--- src/rtl/mem_access_stage_pkg.sv ---
`default_nettype none
// ============================================================================
// Module : mem_stage_pkg
// Brief  : Shared opcodes, FSM encoding and lane helpers for the MEM stage.
// Rev    : 1.0 - initial release
// ============================================================================
package mem_stage_pkg;

    localparam logic [5:0] OP_LB  = 6'h20;
    localparam logic [5:0] OP_LH  = 6'h21;
    localparam logic [5:0] OP_LW  = 6'h23;
    localparam logic [5:0] OP_LBU = 6'h24;
    localparam logic [5:0] OP_LHU = 6'h25;
    localparam logic [5:0] OP_SB  = 6'h28;
    localparam logic [5:0] OP_SH  = 6'h29;
    localparam logic [5:0] OP_SW  = 6'h2B;

    localparam int TIMEOUT_W = 8;

    typedef enum logic [1:0] {
        IDLE = 2'd0,
        REQ  = 2'd1,
        DONE = 2'd2
    } state_t;

    function automatic logic [3:0] byte_enable(input logic [5:0] op, input logic [1:0] addr);
        case (op)
            OP_LB, OP_LBU, OP_SB: byte_enable = 4'b0001 << addr;
            OP_LH, OP_LHU, OP_SH: byte_enable = addr[1] ? 4'b1100 : 4'b0011;
            default:              byte_enable = 4'b1111;
        endcase
    endfunction

    // Lane replication lets the memory pick the lane purely from mem_be.
    function automatic logic [31:0] store_lanes(input logic [5:0] op, input logic [31:0] data);
        case (op)
            OP_SB:   store_lanes = {4{data[7:0]}};
            OP_SH:   store_lanes = {2{data[15:0]}};
            default: store_lanes = data;
        endcase
    endfunction

endpackage
`default_nettype wire

--- src/rtl/mem_access_stage_load_align.sv ---
`default_nettype none
// ============================================================================
// Module : mem_load_align
// Brief  : Selects the addressed load lane and sign/zero-extends it to 32 bits.
// Rev    : 1.0 - initial release
// ============================================================================
module mem_load_align
    import mem_stage_pkg::*;
(
    input  logic [5:0]  opcode,
    input  logic [1:0]  addr,
    input  logic [31:0] word,
    output logic [31:0] data
);

    logic [7:0]  w_byte;
    logic [15:0] w_half;

    always_comb begin
        w_byte = word[7:0];
        case (addr)
            2'd0:    w_byte = word[7:0];
            2'd1:    w_byte = word[15:8];
            2'd2:    w_byte = word[23:16];
            default: w_byte = word[31:24];
        endcase
        w_half = addr[1] ? word[31:16] : word[15:0];

        case (opcode)
            OP_LB:   data = {{24{w_byte[7]}}, w_byte};
            OP_LBU:  data = {24'd0, w_byte};
            OP_LH:   data = {{16{w_half[15]}}, w_half};
            OP_LHU:  data = {16'd0, w_half};
            default: data = word;
        endcase
    end

endmodule
`default_nettype wire

--- src/rtl/mem_access_stage.sv ---
`default_nettype none
// ============================================================================
// Module : mem_access_stage
// Brief  : MEM-stage req/ack data-memory controller with stall and bubble.
//          Optional MEM_ALIGN_CHECK_EN adds misalignment trapping (align_err).
// Rev    : 1.0 - initial release
// ============================================================================
module mem_access_stage
    import mem_stage_pkg::*;
#(
    parameter int TIMEOUT_CYCLES = 255
) (
    input  logic        clk,
    input  logic        rst,
    input  logic        valid_in,
    input  logic [5:0]  opcode,
    input  logic [5:0]  funct,
    input  logic        regWrite,
    input  logic        memtoReg,
    input  logic        memRead,
    input  logic        memWrite,
    input  logic [31:0] ALU_result,
    input  logic [31:0] storeData,
    input  logic [4:0]  WN,
    output logic        stall_out,
    output logic [5:0]  opcode_out,
    output logic [5:0]  funct_out,
    output logic        regWrite_out,
    output logic        memtoReg_out,
    output logic [31:0] dataMemrd,
    output logic [31:0] ALU_result_out,
    output logic [4:0]  WN_out,
    output logic        bus_err,
`ifdef MEM_ALIGN_CHECK_EN
    output logic        align_err,
`endif
    output logic        mem_req,
    output logic        mem_we,
    output logic [31:0] mem_addr,
    output logic [3:0]  mem_be,
    output logic [31:0] mem_wdata,
    input  logic        mem_ack,
    input  logic [31:0] mem_rdata
);

    localparam logic [TIMEOUT_W-1:0] c_TIMEOUT_LAST = TIMEOUT_W'(TIMEOUT_CYCLES - 1);

    state_t                 r_state;
    logic [TIMEOUT_W-1:0]   r_cnt;
    logic [31:0]            r_rdata;
    logic                   r_bus_err;
    logic                   r_align_err;
    logic                   w_mem_op;
    logic                   w_misaligned;
    logic [31:0]            w_load_data;

    assign w_mem_op = valid_in & (memRead | memWrite);
    assign bus_err  = r_bus_err;

`ifdef MEM_ALIGN_CHECK_EN
    logic w_is_half;
    logic w_is_word;
    assign w_is_half    = (opcode == OP_LH) | (opcode == OP_LHU) | (opcode == OP_SH);
    assign w_is_word    = (opcode == OP_LW) | (opcode == OP_SW);
    assign w_misaligned = (w_is_half & ALU_result[0]) | (w_is_word & (ALU_result[1:0] != 2'b00));
    assign align_err    = r_align_err;
`else
    assign w_misaligned = 1'b0;
`endif

    mem_load_align u_load_align (
        .opcode (opcode),
        .addr   (ALU_result[1:0]),
        .word   (r_rdata),
        .data   (w_load_data)
    );

    always_ff @(posedge clk or posedge rst) begin
        if (rst) begin
            r_state     <= IDLE;
            r_cnt       <= '0;
            r_rdata     <= '0;
            r_bus_err   <= 1'b0;
            r_align_err <= 1'b0;
            mem_req     <= 1'b0;
            mem_we      <= 1'b0;
            mem_addr    <= '0;
            mem_be      <= '0;
            mem_wdata   <= '0;
        end else begin
            case (r_state)
                IDLE: begin
                    r_cnt       <= '0;
                    r_bus_err   <= 1'b0;
                    r_align_err <= 1'b0;
                    if (w_mem_op) begin
                        if (w_misaligned) begin
                            r_align_err <= 1'b1;
                            r_state     <= DONE;
                        end else begin
                            mem_req   <= 1'b1;
                            mem_we    <= memWrite;
                            mem_addr  <= {ALU_result[31:2], 2'b00};
                            mem_be    <= byte_enable(opcode, ALU_result[1:0]);
                            mem_wdata <= store_lanes(opcode, storeData);
                            r_rdata   <= '0;
                            r_state   <= REQ;
                        end
                    end
                end
                REQ: begin
                    // An ack arriving on the final allowed cycle still wins over the abort.
                    if (mem_ack) begin
                        r_rdata <= mem_rdata;
                        mem_req <= 1'b0;
                        mem_we  <= 1'b0;
                        r_state <= DONE;
                    end else if (r_cnt == c_TIMEOUT_LAST) begin
                        mem_req   <= 1'b0;
                        mem_we    <= 1'b0;
                        r_bus_err <= 1'b1;
                        r_state   <= DONE;
                    end else begin
                        r_cnt <= r_cnt + 1'b1;
                    end
                end
                DONE: begin
                    r_cnt       <= '0;
                    r_bus_err   <= 1'b0;
                    r_align_err <= 1'b0;
                    r_state     <= IDLE;
                end
                default: r_state <= IDLE;
            endcase
        end
    end

    always_comb begin
        stall_out      = 1'b0;
        opcode_out     = '0;
        funct_out      = '0;
        regWrite_out   = 1'b0;
        memtoReg_out   = 1'b0;
        dataMemrd      = '0;
        ALU_result_out = '0;
        WN_out         = '0;
        if (!rst) begin
            case (r_state)
                IDLE: begin
                    if (w_mem_op) begin
                        stall_out = 1'b1;
                    end else begin
                        opcode_out     = opcode;
                        funct_out      = funct;
                        regWrite_out   = regWrite & valid_in;
                        memtoReg_out   = memtoReg;
                        ALU_result_out = ALU_result;
                        WN_out         = WN;
                    end
                end
                REQ: stall_out = 1'b1;
                DONE: begin
                    // EX/MEM has been frozen by the stall, so its inputs still describe this op.
                    opcode_out     = opcode;
                    funct_out      = funct;
                    regWrite_out   = regWrite & valid_in & ~r_bus_err & ~r_align_err;
                    memtoReg_out   = memtoReg;
                    ALU_result_out = ALU_result;
                    WN_out         = WN;
                    dataMemrd      = w_load_data;
                end
                default: ;
            endcase
        end
    end

endmodule
`default_nettype wire

--- config.mk ---
export PLATFORM = sky130hd
export DESIGN_NAME = mem_access_stage
export DESIGN_NICKNAME = d
export VERILOG_FILES = /design/src/rtl/mem_access_stage_pkg.sv /design/src/rtl/mem_access_stage_load_align.sv /design/src/rtl/mem_access_stage.sv
export SDC_FILE = /design/constraint.sdc
export NUM_CORES = 1
export LEC_CHECK = 0
export BUFFER_PORTS_ARGS = -buffer_cell sky130_fd_sc_hd__buf_2
export CAP_MARGIN = 20
export CORE_UTILIZATION = 35
export CTS_CLUSTER_DIAMETER = 120
export DETAILED_ROUTE_END_ITERATION = 10
export GPL_TIMING_DRIVEN = 0
export SLEW_MARGIN = 20
export SYNTH_ARGS = -nofsm -noshare
export SYNTH_HDL_FRONTEND = slang
export SYNTH_SLANG_ARGS = --single-unit
export TNS_END_PERCENT = 100
--- constraint.sdc ---
create_clock -name clk -period 3.8 [get_ports clk]
set_input_delay 0.19 -clock clk [delete_from_list [all_inputs] [get_ports clk]]
set_output_delay 0.19 -clock clk [all_outputs]
set_load 0.02 [all_outputs]
* Word-level counts from Yosys, hierarchy flattened
Index checks and enable logic that the tools add are counted.
** Storage, ports and cells
- Output and inout port bits :: 155
- Flip-flop bits (word level) :: 111
- Input bits :: 121
** Cells by class
- Multiplexer cells :: 48
- Add/sub/neg operators :: 1
- Shift-type cells :: 1
- Eq/ne operators :: 17
- Reductions and logical operators :: 13
- Bitwise gates (word level) :: 5
** Operator list (number)
- 32-bit 2-to-1 mux :: 6
- 32-bit one-hot mux with 2 select lines :: 3
- 32-bit one-hot mux with 4 select lines :: 1
- 6-bit equality test (second input constant) :: 6
- 6-bit 2-to-1 mux :: 4
- 6-bit one-hot mux with 2 select lines :: 2
- 8-bit one-hot mux with 3 select lines :: 1
- 16-bit 2-to-1 mux :: 1
- 8-bit 2-to-1 mux :: 2
- 8-bit one-hot mux with 2 select lines :: 1
- 1-bit 2-to-1 mux :: 12
- 1-bit one-hot mux with 2 select lines :: 6
- 3-bit AND reduction :: 4
- 5-bit 2-to-1 mux :: 2
- 2-bit inequality test (second input constant) :: 5
- 5-bit one-hot mux with 2 select lines :: 1
- 8-bit by 1-bit adder with 8-bit output (second input constant) :: 1
- 8-bit equality test (second input constant) :: 1
- 4-bit one-hot mux with 2 select lines :: 1
- 2-bit 2-to-1 mux :: 3
- 3-bit OR reduction :: 2
- 2-bit by 1-bit equality test with 1-bit output (second input constant) :: 2
- 2-bit equality test (second input constant) :: 2
- 2-bit zero test :: 2
- other kinds (10) :: 14

* Logic depth before layout (Yosys ltp)
Gate-level depths: netlist (run 1).
- Depth in word-level cells :: 5
- Gate-level depth with buffers :: 7
- Mapped depth without buffers :: 6

* By module
A second synthesis (run 1) with hierarchy kept.
** Second synthesis, totals
- Cell total of the unflattened synthesis :: 742
- Area total of the unflattened synthesis :: 6299.8 sq um
** By module, submodules not included
- mem_access_stage :: instances 1, area an instance 5417.7 sq um, cells each 629
- mem_load_align :: instances 1, area an instance 882.1 sq um, cells each 113

* Worst setup path before layout (run 1)
No wires, ideal clock.
- Path kind :: register to output
- Start point :: register r_state[0]
- End point :: output port dataMemrd[21]
- Cell stages (with the launch flop) :: 7
- Path slack :: 1892 ps
- Data arrival time :: 1718 ps
- Path buffers :: 2
- Cells stage by stage :: dfrtp_1 > buf_2 > nor3b_4 > nor2b_1 > a32oi_1 > buf_2 > nor2_1
** On the way
- Longest elaborated chain between the ends :: 3
** RTL lines
- start: declaration :: RTL line mem_access_stage.sv:48 : state_t r_state;
- start signal: assignment :: RTL line mem_access_stage.sv:80 : r_state <= IDLE;
- start signal: assignment :: RTL line mem_access_stage.sv:99 : r_state <= DONE;
- start signal: assignment :: RTL line mem_access_stage.sv:107 : r_state <= REQ;
- 2-bit equality test :: RTL line mem_access_stage.sv:148 : case (r_state)
- 32-bit 2-to-1 mux :: RTL line mem_access_stage.sv:148
- 32-bit 2-to-1 mux :: RTL line mem_access_stage.sv:147 : if (!rst) begin
- end: declaration :: RTL line mem_access_stage.sv:30 : output logic [31:0] dataMemrd,
Every way passes these cells.

* Worst setup path after layout (run 1)
- Start point :: register r_state[0]
- End point :: output port ALU_result_out[0]
** On the way
- Longest elaborated chain between the ends :: 3
- Elaborated cells on any way between the ends :: 4
- Classes of those cells :: eq/ne: 1; mux: 2; reduce/logical: 1
** RTL lines
- 2-bit equality test or 2-bit zero test (tied branches) :: RTL line mem_access_stage.sv:148
- 32-bit one-hot mux with 2 select lines (*) :: RTL line mem_access_stage.sv:148
- 32-bit 2-to-1 mux (*) :: RTL line mem_access_stage.sv:147
- end: declaration :: RTL line mem_access_stage.sv:31 : output logic [31:0] ALU_result_out,
Every way passes the cells marked *; elsewhere a longest branch is shown, timed or not.

==> results of run 1 <==
worst register-to-register path: stages (launching register included):
cell	delay, ps
dfrtp_1	380
buf_2	190
nor3_2	660
clkbuf_1	490
nor2_1	80
a31oi_1	150
stage by stage:
step	cells	total power [mW]	setup WS [ps]	util, %	TNS, ps
global placement	1210	3.266	-914.0	45.85	-100520
global route	1229	4.516	761.5	48.02	0
detailed placement	1211	3.289	1127	46.04	0
finish	1229	4.263	954.7	48.02	0
CTS	1228	4.300	815.8	48.00	0
floorplan	718	2.677	679.3	-	0
logic make-up after synthesis:
logic type / count (synthesis) / share of synthesized area [%]
and+or+nand+nor: 398 / 30.14
DFF: 111 / 46.38
AOI/OAI and AO/OA: 101 / 9.672
buffers and inverters: 60 / 4.408
muxes: 42 / 8.628
adders and majority gates: 2 / 0.4177
xor gates and xnor gates: 2 / 0.2925
other: 1 / 0.06261
report_power, final:
part | internal, mW | leakage [nW] | switching, mW
Sequential | 1.51 | 1.39 | 0.222
Combinational | 0.540 | 2.80 | 0.987
Clock | 0.541 | 0.156 | 0.466
Total | 2.59 | 4.34 | 1.68
flip-flops by register name, indices dropped and copies added, names as in the netlist:
register / count
mem_be: 4
mem_addr: 30
mem_we: 1
mem_wdata: 32
r_state: 2
bus_err: 1
mem_req: 1
r_rdata: 32
r_cnt: 8
what timing repair did:
action | 4_1_cts | 5_1_grt
hold buffers | 1 | 0
gates resized for setup | 0 | 0
endpoints found under the hold margin | 45 | 0
setup buffers | 0 | 0
layer usage:
metal | global-route usage (%) | routed length (um)
met1 | 28.88 | 8445
met2 | 39.01 | 9955
met3 | 3.678 | 1150
met4 | 7.982 | 354
met5 | 0 | 12
worst max path at each step:
stage	start	endpoint	slack (ps)	cells past startpoint
after CTS	r_state[0]	ALU_result_out[0]	820	5
after global routing	r_state[0]	ALU_result_out[0]	760	5
after floorplan	rst	bus_err	680	1
final	r_state[0]	ALU_result_out[0]	950	5
after detailed placement	memWrite	ALU_result_out[0]	1130	7
after global placement	rst	mem_addr[20]	-910	2
cells in the final DEF, fill, tap and decap left out, types with 5 or more instances in the layout:
| cell | count |
|---|---|
| buf_2 | 291 |
| nand2_1 | 215 |
| dfrtp_1 | 111 |
| nor2_1 | 52 |
| and2_1 | 51 |
| a21oi_1 | 38 |
| nand3_1 | 36 |
| o21ai_0 | 36 |
| clkbuf_1 | 30 |
| mux2i_1 | 28 |
| nor3_1 | 10 |
| nand2b_1 | 9 |
| clkbuf_16 | 9 |
| mux2_2 | 7 |
| nand3b_1 | 7 |
| mux4_2 | 7 |
| o221ai_1 | 7 |
| o31ai_1 | 5 |
| a31oi_1 | 5 |
cell usage after synthesis (all sizes together), types with 2 or more instances:
library cell,instances
nor3b,3
nor3,11
nor4b,2
nor2,52
and2,51
o221ai,7
ha,2
nand2b,9
mux2,7
dfrtp,111
clkbuf,30
buf,24
a21oi,38
nor2b,4
mux4,7
inv,5
a31oi,5
nand3b,7
o21ai,37
or3,4
o31ai,5
mux2i,28
nand3,36
nand2,215
area by class of cell:
cell class	count	area (um2)
fillers	1693	8651
inverters	6	27.53
clock buffers	10	239.0
diodes	1	2.502
flip-flops and latches	111	2778
plain buffers	54	241.5
well taps	220	275.3
clock inverters	6	77.57
multi-input cells	547	2952
repair buffers	274	1399
==> impl_metrics.tcl, run 1 <==
set metrics [dict create \
    drive_gt1_share_pct 32.64 \
    crit_path_max_incr_delay_ps 860 \
    wl_per_cell_um 16.21 \
    die_w_um 132.8 \
    synth_enable_flop_cells 0 \
    maxCapViolations 0 \
    grt_remaining_overflow 0 \
    gr-usage-all-layers_pct 22.74 \
    crit_required_ps 3610 \
    syn_to_final_growth_pct 33.42 \
    synth.avg_cell_area_um2 8.354 \
    clock_latency_ps 360 \
    timing.final.crit_share_pct 74.88 \
    gp_congestion 0.8401 \
    grt_pass1_wl_um 30730 \
    p_leak_nw 4.340 \
    vdd_drop_max_v 0.0002649 \
    holdPathEnd "r_rdata[31]" \
    yosysWarnings 0 \
    hold_class "in -> reg" \
    post-route-min-period_ps 2845 \
    core_um2 16640 \
    fmax_ghz 0.3515 \
    path_clk_slew_ps 80 \
    r2r_start "r_state[0]" \
    die_h_um 132.8 \
    via_per_inst 4.905 \
    drc 0 \
    post_dp_cell_area_um2 7662 \
    whs_ps 19.47 \
    fin_nets 1126 \
    yosysTopAreaCell "dfrtp_1" \
    routed_wirelength_um 19920 \
    synth.distinct_cells 47 \
    yosysTopAreaCellShare_pct 46.38 \
    grt_max_degree 67 \
    cts_inserted_buffers 9 \
    worstPathCellList "buf_2 -> nor3_1 -> clkbuf_1 -> and2_1 -> buf_2" \
    worst_slew_pin_slew_ps 1042 \
    port_buffers 272 \
    cts.path.max_buffers 2 \
    regToRegEndpoint "mem_be[0]" \
    status "finished, final reports clean" \
    critPathArrivalTime_ps 2660 \
    finalHoldViolations 0 \
    p_per_area_nw_per_um2 533.5 \
    antenna_found_initial 2 \
    rsz0062_at_grt "no" \
    cp-start-kind "register" \
    setup_viol 0 \
    crit_family "simple AND/OR/NAND/NOR gates" \
    maxSlewViolCount 0 \
    clock_skew_ps 8.154 \
    reg2reg_setup_slack_ps 1770 \
    std_cell_rows 47 \
    cts_tree "done" \
    synthTopCellsByArea "dfrtp_1 46%, nand2_1 13%, and2_1 5.3%" \
    hold_depth 3 \
    synthCells 717 \
    synth_flop_cell "dfrtp_1" \
    yosysSeqAreaShare_pct 46.38 \
    root_buffer "clkbuf_16" \
    netlist_area_um2 5989 \
    ant_nets 0 \
    critPathMostFrequentCell "buf_2" \
    critPathCaptureType "primary output" \
    grt_pass1_vias 5591 \
    path_buf_inv 3 \
    cts.sinks 111 \
    start_util_pct 35.99 \
    cp_max_fo 10 \
    worstSetupPathType "reg -> out" \
    cts_htree_levels 3 \
    relSlewSlack_pct 30.03 \
    dieArea_um2 17640 \
    min_from "mem_rdata[31]" \
    reg2reg_depth 5 \
    drt_iter0_drc 256 \
    ys_async_sr_fraction_pct 100.0 \
    io_pins 276 \
    dp.final_hpwl_um 15290 \
    stdcell_area_um2 7991 \
    vias 6028 \
    drt_first_pass_iters 5 \
    crit_path_top_delay_cell "nor3_1" \
    ys_ff_latch 111 \
]
No activity file was read; power rests on OpenSTA's default activity.
==> run 2, diff against run 1 <==
ABC_AREA = 1   (was not set)
clock period = 2.7 ns   (was 3.8 ns; I/O delays follow)
==> run 2 against run 1 <==
The run now ends with design-rule violations left. Via count increased by 17%. Setup slack got worse by 810 ps. First-iteration DRC count increased by 67%. Final area increased by 9.0%. Count of clock-buffer cells in the layout increased by 1. Wire length increased by 17%. Area after synthesis increased by 8.8%. Combinational power increased by 52%. Register-to-register slack got worse by 820 ps. Critical path depth increased by 1. Clock power increased by 29%. Non-clock buffer count increased by 21. Critical endpoint is now WN_out[1].
==> impl_metrics.tcl, run 2 <==
set metrics [dict create \
    status "finished with violations" \
    violations "design-rule violations" \
    worstSetupPathType "reg -> out" \
    post_cts_buffers 0 \
    dp.cells 1397 \
    cts.path.max_buffers 2 \
    synth_flop_cell "dfrtp_1" \
    die_h_um 138.4 \
    synthTopCellsByCount "234 x nand2_1, 133 x nand3_1, 111 x dfrtp_1" \
    final_common_cell "buf_2" \
    synth.distinct_cells 36 \
    yosysMostFrequentCell "nand2_1" \
    p_seq_share_pct 39.8 \
    grt_remaining_overflow 0 \
    via_per_inst 4.937 \
    drt_first_pass_iters 8 \
    fin_nets 1322 \
    grt_max_degree 34 \
    setup_slack_ps 144.2 \
    reg_top3 "mem_wdata (32), r_rdata (32), mem_addr (30)" \
    drt_iter0_drc 428 \
    power_frac_comb_pct 38.6 \
    p_per_area_nw_per_um2 692.9 \
    gr-usage-all-layers_pct 24.30 \
    vias 7080 \
    maxCapViolations 0 \
    ys_async_sr_fraction_pct 100.0 \
    finalHoldViolations 0 \
    clock_latency_ps 360 \
    die_w_um 138.4 \
    yosysSeqAreaShare_pct 42.63 \
    hold_class "in -> reg" \
    cp-start-kind "register" \
    dieArea_um2 19160 \
    critPathCaptureType "primary output" \
    cts_htree_levels 3 \
    yosysTopAreaCell "dfrtp_1" \
    cts.sinks 111 \
    yosysTopAreaCellShare_pct 42.63 \
    p_leak_nw 5.012 \
    post-route-min-period_ps 2556 \
    fin_setup_tns_ps 0 \
    worst_slew_pin_slew_ps 785.0 \
    timing.final.crit_share_pct 94.66 \
    synthTopCellsByArea "dfrtp_1 43%, nand2_1 13%, nand3_1 10%" \
    switching_share_pct 41.24 \
    ant_nets 0 \
    syn_to_final_growth_pct 33.65 \
    yosysWarnings 0 \
    fin_cells 1434 \
    grt_pass1_wl_um 36230 \
    preCtsSetupSlack_ps 484.3 \
    antenna_found_initial 1 \
    crit_required_ps 2570 \
    root_buffer "clkbuf_16" \
    relSlewSlack_pct 47.47 \
    dp.final_hpwl_um 18060 \
    pwr-share-clk_pct 21.6 \
    setup_viol 0 \
    critPathArrivalTime_ps 2420 \
    routed_wirelength_um 23220 \
    cts_tree "done" \
    std_cell_rows 49 \
    grt_pass1_vias 6739 \
    wl_per_cell_um 16.19 \
    ys_ff_latch 111 \
    path_clk_slew_ps 80 \
    final_cell_mix "305 x buf_2, 234 x nand2_1, 133 x nand3_1, 111 x dfrtp_1, 85 x inv_1" \
    drive_gt1_share_pct 32.48 \
    power.total_mw 6.033 \
    maxSlewViolCount 0 \
    cp_max_fo 10 \
    fmax_ghz 0.3913 \
    final_util_pct 48.14 \
    clock_skew_ps 10.74 \
    nFillCells 1886 \
    vdd_drop_max_v 0.0003097 \
    io_pins 276 \
    synthCells 892 \
    gp_congestion 0.9297 \
    power_switching_mw 2.488 \
    p_int_mw 3.545 \
    start_util_pct 36.02 \
    synth_enable_flop_cells 0 \
    port_buffers 272 \
    cts_inserted_buffers 9 \
    core_um2 18090 \
    rsz0062_at_grt "no" \
    drc 50 \
    netlist_area_um2 6515 \
    synth.avg_cell_area_um2 7.304 \
]
run 2: path summary, 6_finish.rpt:
path | startpoint | to | slack [ps] | cells past startpoint
min in group asynchronous | rst | r_state[1] | 440 | 3
max in group asynchronous | rst | mem_addr[25] | 1230 | 6
max | r_state[0] | WN_out[1] | 140 | 6
min reg2reg | mem_addr[17] | mem_addr[17] | 470 | 2
min | mem_rdata[10] | r_rdata[10] | 7 | 3
max reg2reg | r_state[1] | r_rdata[6] | 950 | 5
run 2: kinds of logic (layout without fill, tap and decap cells):
family | after synthesis | count (layout) | synth area share (%)
simple gates | 484 | 484 | 34.57
xor+xnor | 1 | 1 | 0.1345
flops | 111 | 111 | 42.63
fa+ha+maj | 2 | 2 | 0.3840
buf+inv | 152 | 463 | 10.49
other cells | 1 | 3 | 0.05756
compound gates | 141 | 141 | 11.73
run 2: critical path, stage by stage, from the launching register on:
cell and delay (ps):
dfrtp_1 390, buf_2 200, nor2_1 630, buf_2 380, nand3_1 200, inv_1 90
buf_2 160
run 2: area by class of cell:
class / count / area [um2] / share of cell area [%]
Clock buffer: 11 / 232.7 / 2.673
Timing Repair Buffer: 295 / 1622 / 18.62
Antenna cell: 1 / 2.502 / 0.02874
Inverter: 98 / 374.1 / 4.297
Clock inverter: 5 / 41.29 / 0.4742
Buffer: 54 / 312.8 / 3.592
Sequential cell: 111 / 2778 / 31.90
Tap cell: 229 / 286.5 / 3.291
Multi-Input combinational cell: 630 / 3058 / 35.12
run 2: repair_timing:
item / in CTS / in global routing
resized for setup: 0 / 0
hold buffers: 20 / 0
endpoints found under the hold margin: 45 / 0
run 2: through the flow:
stage | hold slack [ps] | area, um2
final | 6.620 | 8707
after global routing | 10.12 | 8707
after CTS | 1.234 | 8705
after detailed placement | 278.6 | 8230
after global placement | 353.0 | 8170
after floorplan | 251.7 | 6523
run 2: power groups by stage:
| stage | Sequential (mW) | Combinational, mW | Clock [mW] |
|---|---|---|---|
| after CTS | 2.40 | 2.35 | 1.32 |
| after global placement | 2.42 | 2.29 | 0 |
| final | 2.40 | 2.33 | 1.30 |
| after global routing | 2.45 | 2.55 | 1.39 |
| after detailed placement | 2.43 | 2.32 | 0 |
| after floorplan | 2.79 | 1.05 | 0 |
run 2: per-layer routing:
metal  track usage, %  wire length, um
met1            29.67             9577
met2            42.64            11570
met3            4.053             1457
met4            9.639              617
met5                0                0
==> run 3, diff against run 2 <==
CELL_PAD_IN_SITES_DETAIL_PLACEMENT = 0   (was not set)
CELL_PAD_IN_SITES_GLOBAL_PLACEMENT = 1   (was not set)
CORE_UTILIZATION = 33   (was 35)
PLACE_DENSITY_LB_ADDON = 0.1   (was not set)
==> run 3 against run 2 <==
The run now ends clean. Final area is 2.0% higher. Combinational power hardly changed. Die area is 6.0% higher. Count of clock-buffer cells in the layout is 1 lower. Largest cell class unchanged.
==> impl_metrics.tcl, run 3 (synthesis gave the netlist of run 2 again) <==
set metrics [dict create \
    fin_cells 1477 \
    wl_per_cell_um 16.17 \
    crit_required_ps 2570 \
    n_antenna_cell 0 \
    worst_slew_pin_slew_ps 532.2 \
    routed_wirelength_um 23890 \
    cts_htree_levels 3 \
    crit_path_max_incr_delay_ps 400 \
    post_dp_cell_area_um2 8295 \
    gr-usage-all-layers_pct 24.01 \
    stdcell_area_um2 8881 \
    p_per_area_nw_per_um2 698.5 \
    final_cell_mix "305 x buf_2, 234 x nand2_1, 133 x nand3_1, 111 x dfrtp_1, 85 x inv_1" \
    reg2reg_setup_slack_ps 900 \
    reg_top3 "mem_wdata (32), r_rdata (32), mem_addr (30)" \
    start_util_pct 33.58 \
    cts_tree "done" \
    pwr-share-clk_pct 23.5 \
    grt_pass1_wl_um 36960 \
    cp_max_fo 10 \
    gp_congestion 0.8275 \
    cts.path.max_buffers 2 \
    p_int_mw 3.675 \
    fin_setup_tns_ps 0 \
    switching_share_pct 40.75 \
    post-route-min-period_ps 2303 \
    drt_iter0_drc 436 \
    cts.sinks 111 \
    path_clk_slew_ps 80 \
    die_h_um 142.5 \
    crit_path_top_delay_cell "dfrtp_1" \
    syn_to_final_growth_pct 36.32 \
    worstSetupPathType "reg -> out" \
    drive_gt1_share_pct 32.51 \
    power_switching_mw 2.528 \
    via_per_inst 4.701 \
    critPathArrivalTime_ps 2170 \
    root_buffer "clkbuf_16" \
    finalHoldViolations 0 \
    vias 6944 \
    final_common_cell "buf_2" \
    hold_class "in -> reg" \
    maxSlewViolCount 0 \
    p_leak_nw 5.071 \
    setup_viol 0 \
    dp.cells 1434 \
    critPathMostFrequentCell "buf_2" \
    die_w_um 142.5 \
    critPathCaptureType "primary output" \
    std_cell_rows 51 \
    relSlewSlack_pct 64.52 \
    timing.final.crit_share_pct 85.28 \
    clock_latency_ps 370 \
    vdd_drop_max_v 0.0003156 \
    io_pins 276 \
    ant_nets 0 \
    status "finished, final reports clean" \
    antenna_found_initial 1 \
    core_um2 19400 \
    worstPathCellList "buf_2 -> nor3_2 -> buf_2 -> o21ai_0 -> a21oi_1 -> buf_2" \
    clock_skew_ps 8.399 \
    dieArea_um2 20310 \
    maxCapViolations 0 \
    cp-start-kind "register" \
    rsz0062_at_grt "no" \
    p_seq_share_pct 38.9 \
    grt_remaining_overflow 0 \
    power_frac_comb_pct 37.6 \
    grt_max_degree 31 \
    grt_pass1_vias 6627 \
    drc 0 \
    drt_first_pass_iters 4 \
    fin_nets 1330 \
    cts_inserted_buffers 9 \
    port_buffers 272 \
    fmax_ghz 0.4343 \
    dp.final_hpwl_um 18530 \
]
run 3: metal layers:
layer	vias up	wire, um	GRT usage, %
met1	3203	10790	31.53
met2	226	11450	40.33
li1	3496	-	-
met5	-	10	0
met4	2	230	5.207
met3	17	1410	5.182
run 3: path summary, 6_finish.rpt:
kind | startpoint | end | depth (start not counted)
min reg2reg | mem_addr[30] | mem_addr[30] | 2
max | r_state[0] | dataMemrd[9] | 6
max reg2reg | r_state[1] | r_rdata[15] | 5
min in group asynchronous | rst | mem_addr[24] | 3
min | mem_rdata[21] | r_rdata[21] | 3
max in group asynchronous | rst | r_rdata[5] | 5
run 3: area by class of cell:
class                   instances  area, um2
well taps                     265      331.6
clock buffers                  10      239.0
inverters                      98      374.1
flip-flops and latches        111       2778
plain buffers                  54      312.8
clock inverters                 6      76.32
repair buffers                303       1712
fillers                      2103      10520
multi-input cells             630       3058
run 3: power groups by stage:
stage               Combinational [mW]  Sequential, mW  Clock [mW]
floorplan                         1.05            2.79           0
global placement                  2.31            2.43           0
detailed placement                2.33            2.44           0
CTS                               2.36            2.41        1.49
global route                      2.57            2.48        1.56
finish                            2.33            2.41        1.46
run 3: metrics by stage:
stage	hold WS, ps	worst slack (ps)	utilization [%]	power (mW)
after floorplan	251.7	1198	-	3.837
after global placement	352.2	246.0	42.35	4.735
after detailed placement	148.1	793.1	42.76	4.761
after CTS	0.8577	386.8	45.78	6.263
after global routing	12.06	309.2	45.78	6.609
final	5.434	397.3	45.78	6.203
run 3: worst max-delay path: cells and delay by family (launching register included):
kind | cells | cell delay [ps]
compound gates | 2 | 310
buf+inv | 3 | 700
flops | 1 | 400
simple gates | 1 | 390
run 3: repair_timing:
action,4_1_cts,5_1_grt
resized for setup,0,0
setup buffers,0,0
endpoints found under the hold margin,33,0
hold buffers,27,0
